==> config.mk <==
export PLATFORM = sky130hd
export DESIGN_NAME = trace_decoder
export DESIGN_NICKNAME = d
export VERILOG_FILES = /design/src/rtl/trace_pkg.sv /design/src/rtl/trace_evt_reg.sv /design/src/rtl/trace_decoder.sv
export SDC_FILE = /design/constraint.sdc
export NUM_CORES = 1
export LEC_CHECK = 0
export CORE_UTILIZATION = 45
export DETAILED_ROUTE_END_ITERATION = 16
export PLACE_DENSITY = 0.81
export SYNTH_ARGS = -nofsm -noshare
export SYNTH_HDL_FRONTEND = slang
export SYNTH_HIERARCHICAL = 1
export SYNTH_SLANG_ARGS = --single-unit
export TNS_END_PERCENT = 5
==> constraint.sdc <==
create_clock -name mclk -period 3.93 [get_ports mclk]
set_input_delay 0.786 -clock mclk [delete_from_list [all_inputs] [get_ports mclk]]
set_output_delay 0.786 -clock mclk [all_outputs]
set_load 0.03 [all_outputs]
==> src/rtl/trace_pkg.sv <==
// Trace packet definitions shared by the trace decoder slice.
// Holds packet-type codes and field positions inside the 23-bit data payload
// {ts5[4:0], ublb[1:0], data[15:0]}.
package trace_pkg;

  localparam int unsigned PAYLOAD_W = 23;
  localparam int unsigned DATA_LSB  = 0;
  localparam int unsigned DATA_W    = 16;
  localparam int unsigned UBLB_LSB  = 16;
  localparam int unsigned UBLB_W    = 2;
  localparam int unsigned TS5_LSB   = 18;
  localparam int unsigned TS5_W     = 5;
  localparam int unsigned STAT_W    = 16;

  localparam logic [1:0] PKT_ADDR  = 2'b00;
  localparam logic [1:0] PKT_READ  = 2'b01;
  localparam logic [1:0] PKT_WRITE = 2'b10;
  localparam logic [1:0] PKT_TIME  = 2'b11;

endpackage

==> src/rtl/trace_evt_reg.sv <==
// Single-entry valid/ready output register for decoded bus events.
// Ports:
//   mclk, reset_n          clock, synchronous active-low reset
//   load                   capture in_* as a new event (only asserted when in_ready)
//   in_write..in_time      event fields to capture
//   in_ready               register can accept: empty, or being drained this cycle
//   ev_valid, ev_ready     downstream handshake
//   ev_write..ev_time      held event fields, stable while ev_valid && !ev_ready
module trace_evt_reg
  import trace_pkg::*;
#(
  parameter int unsigned ADDR_W = 23,
  parameter int unsigned TIME_W = 32
) (
  input  logic              mclk,
  input  logic              reset_n,
  input  logic              load,
  input  logic              in_write,
  input  logic [ADDR_W-1:0] in_addr,
  input  logic [1:0]        in_ublb,
  input  logic [15:0]       in_data,
  input  logic [TIME_W-1:0] in_time,
  output logic              in_ready,
  input  logic              ev_ready,
  output logic              ev_valid,
  output logic              ev_write,
  output logic [ADDR_W-1:0] ev_addr,
  output logic [1:0]        ev_ublb,
  output logic [15:0]       ev_data,
  output logic [TIME_W-1:0] ev_time
);

  // Draining and refilling in the same cycle keeps full throughput.
  assign in_ready = !ev_valid || ev_ready;

  always_ff @(posedge mclk) begin
    if (!reset_n) begin
      ev_valid <= 1'b0;
      ev_write <= 1'b0;
      ev_addr  <= '0;
      ev_ublb  <= '0;
      ev_data  <= '0;
      ev_time  <= '0;
    end else if (load) begin
      ev_valid <= 1'b1;
      ev_write <= in_write;
      ev_addr  <= in_addr;
      ev_ublb  <= in_ublb;
      ev_data  <= in_data;
      ev_time  <= in_time;
    end else if (ev_ready) begin
      ev_valid <= 1'b0;
    end
  end

endmodule

==> src/rtl/trace_decoder.sv <==
// Trace packet decoder: turns a stream of address / read / write / timestamp
// packets into bus events carrying absolute time and auto-incrementing address.
// Ports:
//   mclk, reset_n                   clock, synchronous active-low reset
//   pkt_valid, pkt_ready            input packet handshake
//   pkt_type, pkt_payload           packet type code and 23-bit payload
//   ev_valid, ev_ready              output event handshake
//   ev_write, ev_addr, ev_ublb,
//   ev_data, ev_time                decoded event fields
//   stat_reads, stat_writes,
//   stat_ts                         saturating packet counters (TRACE_DECODER_STATS_EN only)
//   err_no_addr                     sticky: data packet seen with no burst address
// Config macro: TRACE_DECODER_STATS_EN adds the statistics counters and ports.
module trace_decoder
  import trace_pkg::*;
#(
  parameter int unsigned ADDR_W = 23,
  parameter int unsigned TIME_W = 32
) (
  input  logic              mclk,
  input  logic              reset_n,
  input  logic              pkt_valid,
  output logic              pkt_ready,
  input  logic [1:0]        pkt_type,
  input  logic [22:0]       pkt_payload,
  output logic              ev_valid,
  input  logic              ev_ready,
  output logic              ev_write,
  output logic [ADDR_W-1:0] ev_addr,
  output logic [1:0]        ev_ublb,
  output logic [15:0]       ev_data,
  output logic [TIME_W-1:0] ev_time,
`ifdef TRACE_DECODER_STATS_EN
  output logic [15:0]       stat_reads,
  output logic [15:0]       stat_writes,
  output logic [15:0]       stat_ts,
`endif
  output logic              err_no_addr
);

  logic [ADDR_W-1:0] cur_addr;
  logic              addr_valid;
  logic [TIME_W-1:0] time_acc;
  logic [TIME_W-1:0] time_next;
  logic              hs;
  logic              is_data;
  logic              emit;
  logic [TS5_W-1:0]  ts5;

  assign hs      = pkt_valid && pkt_ready;
  assign is_data = (pkt_type == PKT_READ) || (pkt_type == PKT_WRITE);
  assign ts5     = pkt_payload[TS5_LSB +: TS5_W];
  assign emit    = hs && is_data && addr_valid;

  // Data packets advance time even when dropped for lack of an address.
  always_comb begin
    time_next = time_acc;
    if (hs) begin
      unique case (pkt_type)
        PKT_TIME:            time_next = time_acc + TIME_W'(pkt_payload);
        PKT_READ, PKT_WRITE: time_next = time_acc + TIME_W'(ts5);
        default:             time_next = time_acc;
      endcase
    end
  end

  always_ff @(posedge mclk) begin
    if (!reset_n) begin
      cur_addr    <= '0;
      addr_valid  <= 1'b0;
      time_acc    <= '0;
      err_no_addr <= 1'b0;
    end else begin
      time_acc <= time_next;
      if (hs && (pkt_type == PKT_ADDR)) begin
        cur_addr   <= ADDR_W'(pkt_payload);
        addr_valid <= 1'b1;
      end else if (emit) begin
        cur_addr <= cur_addr + ADDR_W'(1);
      end
      if (hs && is_data && !addr_valid) begin
        err_no_addr <= 1'b1;
      end
    end
  end

  trace_evt_reg #(
    .ADDR_W (ADDR_W),
    .TIME_W (TIME_W)
  ) u_evt_reg (
    .mclk     (mclk),
    .reset_n  (reset_n),
    .load     (emit),
    .in_write (pkt_type == PKT_WRITE),
    .in_addr  (cur_addr),
    .in_ublb  (pkt_payload[UBLB_LSB +: UBLB_W]),
    .in_data  (pkt_payload[DATA_LSB +: DATA_W]),
    .in_time  (time_next),
    .in_ready (pkt_ready),
    .ev_ready (ev_ready),
    .ev_valid (ev_valid),
    .ev_write (ev_write),
    .ev_addr  (ev_addr),
    .ev_ublb  (ev_ublb),
    .ev_data  (ev_data),
    .ev_time  (ev_time)
  );

`ifdef TRACE_DECODER_STATS_EN
  always_ff @(posedge mclk) begin
    if (!reset_n) begin
      stat_reads  <= '0;
      stat_writes <= '0;
      stat_ts     <= '0;
    end else if (hs) begin
      if ((pkt_type == PKT_READ) && (stat_reads != 16'hFFFF)) begin
        stat_reads <= stat_reads + 16'd1;
      end
      if ((pkt_type == PKT_WRITE) && (stat_writes != 16'hFFFF)) begin
        stat_writes <= stat_writes + 16'd1;
      end
      if ((pkt_type == PKT_TIME) && (stat_ts != 16'hFFFF)) begin
        stat_ts <= stat_ts + 16'd1;
      end
    end
  end
`endif

endmodule

After elaboration in Yosys (flattened, before gate mapping)
Cells that the tools add are included.
Storage, ports and cells
  output and inout port bits: 77
  register bits after elaboration: 132
  memory bits (read-only): 0
  memories kept: 0
  latch bits: 0
  logic and storage cells: 35
  bits of input ports: 29
  bits in writable memories: 0
Cells by class
  div/mod/pow operators: 0
  shift operators: 0
  add/sub/neg operators: 3
  multipliers: 0
  bitwise operators: 0
  mux-type cells: 6
  reductions and logical operators: 13
  magnitude comparators: 0
  equal/unequal tests: 3
Operators with widths (number)
  case mux 32 bit (2 select lines): 1
  two-way mux 23 bit: 2
  adder 32 x 23 -> 32 bit: 1
  adder 32 x 5 -> 32 bit: 1
  two-way mux 32 bit: 1
  adder 23 x 1 -> 23 bit, second input constant: 1
  logical AND 1 bit: 5
  == test 2 bit, second input constant: 2
  nonzero test 2 bit: 2
  == test 2 x 1 -> 1 bit, second input constant: 1
  zero test 1 bit: 2
  zero test 2 bit: 1
  logical OR 1 bit: 2
  two-way mux 1 bit: 2
  OR reduction 2 bit: 1

Logic depth before layout (Yosys ltp)
  depth in word-level cells: 7
  depth in mapped cells: 17
  depth with buffers taken out: 15

By module
The synthesis kept the hierarchy.
By module, submodules not included
  trace_decoder: instances 1, cells an instance 583, area an instance 4440.5 um2, seq. area each 1141.1 um2
  trace_evt_reg: instances 1, cells an instance 243, area an instance 2896.5 um2, seq. area each 1501.4 um2

Least setup slack after synthesis
OpenSTA, ideal clock, no wires.
  path type: input to register
  start: in pkt_type[0]
  end: reg u_evt_reg.ev_time[25]
  slack: 0.095 ns
  cell stages on the path: 15
  buffers on the path: 2
  data arrival time: 3.770 ns
  library setup time: 0.065 ns
  required time: 3.865 ns
  path through: inv_1 > ha_1 > clkbuf_1 > clkbuf_1 > mux2_2 > ha_1 > inv_1 > nor3_1 > o21ai_1 > o311ai_4 > o21ai_4 > nor2_4 > xor2_1 > mux2i_1 > nor2b_1
On the way
  cells in the longest elaborated chain, start to end: 4
  elaborated cells on any way between the ends: 9
  those cells by class: eq/ne: 3; mux: 2; reduce/logical: 4
Ends and longest elaborated chain
  start: declaration: RTL line trace_decoder.sv:24  | input logic [1:0] pkt_type,
  == test 2 x 1 -> 1 bit / == test 2 bit (equally long branches): RTL line trace_decoder.sv:59  | unique case (pkt_type)
  OR reduction 2 bit: RTL line trace_decoder.sv:59
  case mux 32 bit (2 select lines) (*): RTL line trace_decoder.sv:59
  two-way mux 32 bit (*): RTL line trace_decoder.sv:58  | if (hs) begin
  named net time_next[25]: RTL line trace_decoder.sv:44  | logic [TIME_W-1:0] time_next;
  end signal: assignment: RTL line trace_evt_reg.sv:50  | ev_time <= in_time;
  end: declaration: RTL line trace_evt_reg.sv:30  | output logic [TIME_W-1:0] ev_time
The timed path passes the listed nets; every way through them passes the cells marked *.
A chain may end at the register's enable or synchronous reset.

Worst setup path in the final report
  start: in pkt_type[0]
  end: reg u_evt_reg.ev_time[20]
Same word-level chain as after synthesis.

==> metrics.md <==
| Metric | Value |
|---|---|
| Peak VDD IR | `between 0.3 and 0.4 mV` |
| Top Layer Used | `met4` |
| Antenna violations before repair | `0` |
| Inserted Clock Buffers | `17` |
| Sink Count | `between 100 and 150` |
| WL final | `about 20000 µm` |
| Slowest stage delay, CP | `~0.48 ns` |
| DRC | `0` |
| CTS Buffer Depth | `2` |
| Avg Cell Area, Syn | `8.88 µm²` |
| Final hold vios | `0` |
| Clock-pin slew on the worst setup and hold paths | `around 0.060 ns` |
| Synth top cells by count | `132 x dfxtp_1, 94 x nor2b_1, 85 x mux2i_1` |
| Detail Route met2 WL | `9380 µm` |
| Core Box Area | `between 15000 and 20000 µm²` |
| Leading area contributor after synthesis | `dfxtp_1` |
| P_leak | `roughly 3.7 nW` |
| Starting density of the core | `46.2%` |
| DR vias/cell | `5.45` |
| Hold buffers post-CTS | `0` |
| Antenna diode count | `0` |
| Post-layout min period | `approximately 3.8 ns` |
| Global Route Usage Sum | `approximately a quarter` |
| Crit Path Class | `primary input to register` |
| Ys async rst share | `0%` |
| Routability cong. | `0.897` |
| Final setup viols | `0` |
| Mapped Area | `7340 µm²` |
| DRT met1 WL | `just under 9000 µm` |
| Pwr Total | `about 3.8 mW` |
| Drt first pass iters | `5` |
| Max Clock Skew | `roughly 0.0083 ns` |
| Wire length on met3 | `1270 µm` |
| Grt ovf | `0` |
| Crit path DAT | `4.10 ns` |
| Peak fanout along the critical path | `14` |
| Die H | `between 100 and 150 µm` |
| Worst slew pin tran | `0.949 ns` |
| WP buf/inv | `5` |
| Main synth FF type | `dfxtp_1` |
| Period utilisation layout | `96.5%` |
| Clk_lat worst skew | `between 0.4 and 0.5 ns` |
| Slowest library cell on the worst path | `clkdlybuf4s50_1` |
| Layout area overhead | `32.7%` |
| DP Cell Count | `around 1.2k` |
| Via count | `~6.6k` |
| Root buf cell | `clkbuf_16` |
| Iter 0 DRT Violations | `about 520` |
| Req. time, crit path | `approximately 4.2 ns` |
| CP Launch Type | `primary input` |
| H-tree levels | `4` |
| Worst rel slew slack | `between 30% and 40%` |
| Synth cell types | `63` |
| Max-slew violations | `0` |
| Non-filler cells, final | `1210` |
| # Max-Cap Violations | `0` |
| Post-detail-place hpwl | `14100 µm` |
| Delay-heaviest family, CP | `buffers and inverters` |
| Ys Warns | `6` |
| RSZ-0062 raised after global routing | `no` |
| Max Clk Rate | `~260 MHz` |
| Power density cells | `a little under 400 nW/µm²` |
| Final ANT Viol Nets | `0` |
| Post-Syn Instances | `~830` |
| Seq/Total Area, Yosys | `a little over a third` |
| Vias in the first global route | `6261` |
| WL per Instance | `about 17 µm` |
| Row cnt | `46` |
| Seq cells post-synth | `about 130` |
| Crit path cell chain | `clkdlybuf4s50_1 -> inv_2 -> ha_4 -> buf_12 -> buf_12 -> mux2_2 -> ha_1 -> inv_1 -> fa_2 -> nor2b_2 -> o21bai_2 -> a21bo_2 -> nand3_2 -> a211oi_2 -> mux2i_1 -> nand2_1 -> mux2i_1 -> nor2b_1` |
| Share of cells above drive strength 1 | `about 15%` |
| Number of I/O port buffers | `approximately 110` |
| Synthesized Nets | `~900` |
| Most common cell in the netlist | `dfxtp_1` |
| Finished Core Util | `around three fifths` |
| Yosys top cell area share | `between 30 and 40%` |
| Number of flops mapped to enable cells by yosys | `0` |
| Die W | `between 100 and 150 µm` |
| Outcome | `complete, no violations` |
| Die area | `around 17000 µm²` |
| Global-route wire length before repair | `approximately 32000 µm` |
| CP Capture Type | `register` |
| Fin nets | `roughly 1.0k` |
| HP Class | `register to register` |
| TritonCTS clock tree | `yes` |
| Largest net degree at the start of global routing | `52` |
| Synth area leaders | `dfxtp_1 36%, mux2i_1 12%, nor2b_1 8.0%` |
| Boundary pin count | `about 110` |
-- worst paths after layout --
path                                  start               endpoint  slack (ns)  cells after the start
worst max-delay path            pkt_type[0]  u_evt_reg/ev_time[20]        0.14                     18
worst min register to register  time_acc[5]            time_acc[5]        0.49                      2
worst max register to register  time_acc[7]  u_evt_reg/ev_time[20]        1.39                     10
worst min-delay path            time_acc[5]            time_acc[5]        0.49                      2
-- flip-flops by register name (all words and copies together) (netlist names) --
name	flops
u_evt_reg/ev_data	16
u_evt_reg/ev_write	1
addr_valid	1
u_evt_reg/ev_time	32
u_evt_reg/ev_ublb	2
cur_addr	23
u_evt_reg/ev_valid	1
u_evt_reg/ev_addr	23
time_acc	32
err_no_addr	1
-- cells by family after synthesis --
kind of cell | after synthesis | share of synthesized area, %
AO/OA/AOI/OAI | 144 | 13.1
XOR/XNOR | 34 | 4.06
adder cells (fa/ha/maj) | 28 | 4.88
buffers and inverters | 62 | 4.83
flip-flops | 132 | 36.0
multiplexers | 90 | 12.4
AND/OR/NAND/NOR | 336 | 24.7
-- cell usage in the layout, fill, tap and decap left out, types with 10 or more instances in the layout --
master / count
mux2i_1: 85
xor2_1: 20
o21ai_0: 25
clkdlybuf4s50_1: 103
and3_1: 10
a21oi_1: 41
clkbuf_16: 17
buf_4: 75
dfxtp_1: 132
nand3_1: 21
o21ai_1: 10
and2_1: 15
inv_1: 12
nor2_1: 57
ha_1: 26
nor2b_1: 93
nor3_1: 17
nand2b_1: 10
nand2_1: 67
nand4_1: 13
xnor2_1: 14
-- worst reg2reg max path, cell delays in order (launching register included) --
cell       delay (ns)
dfxtp_1          0.33
ha_1             0.36
a21o_1           0.19
a21oi_1          0.24
a2bb2oi_2        0.28
nand3_2          0.15
a211oi_2         0.28
mux2i_1          0.30
nand2_1          0.08
mux2i_1          0.14
nor2b_1          0.06
-- through the flow --
step / cell area, µm² / hold slack (ns) / TNS (ns) / worst slack (ns)
final: 9730 / 0.493 / 0 / 0.137
after global routing: 9730 / 0.523 / 0 / 0.0124
after CTS: 9650 / 0.493 / 0 / 0.00469
after detailed placement: 8970 / 0.482 / -10.59 / -0.429
after global placement: 8970 / 0.467 / -5.24 / -0.290
after floorplan: 7340 / 0.454 / 0 / 0.0949
-- routing by layer --
layer,GRT usage [%],up-vias
met2,38.9,225
met3,5.90,40
met4,9.37,0
li1,-,3221
met5,0,-
met1,31.5,3107
-- cell type report --
| cell class | instances | area (µm²) |
|---|---|---|
| Fill cell | 1332 | 6150 |
| Multi-Input combinational cell | 632 | 4420 |
| Sequential cell | 132 | 2640 |
| Timing Repair Buffer | 183 | 1670 |
| Clock buffer | 20 | 467 |
| Tap cell | 216 | 270 |
| Clock inverter | 12 | 200 |
| Inverter | 15 | 58.8 |
-- report_power, final --
group / leakage (nW) / switching (mW) / total, mW / internal, mW
Combinational: 2.28 / 0.345 / 0.643 / 0.298
Clock: 0.319 / 0.612 / 1.79 / 1.18
Sequential: 1.07 / 0.0345 / 1.41 / 1.38
-- repair_timing --
| action | 4_1_cts | 5_1_grt |
|---|---|---|
| setup buffers | 0 | 1 |
| setup endpoints to repair | 2 | 27 |
| endpoints found under the hold margin | 0 | 0 |
| pin swaps | 0 | 5 |
| gates cloned | 0 | 0 |
| resized for setup | 2 | 18 |
Note: power is estimated with default switching activity, not from simulation.
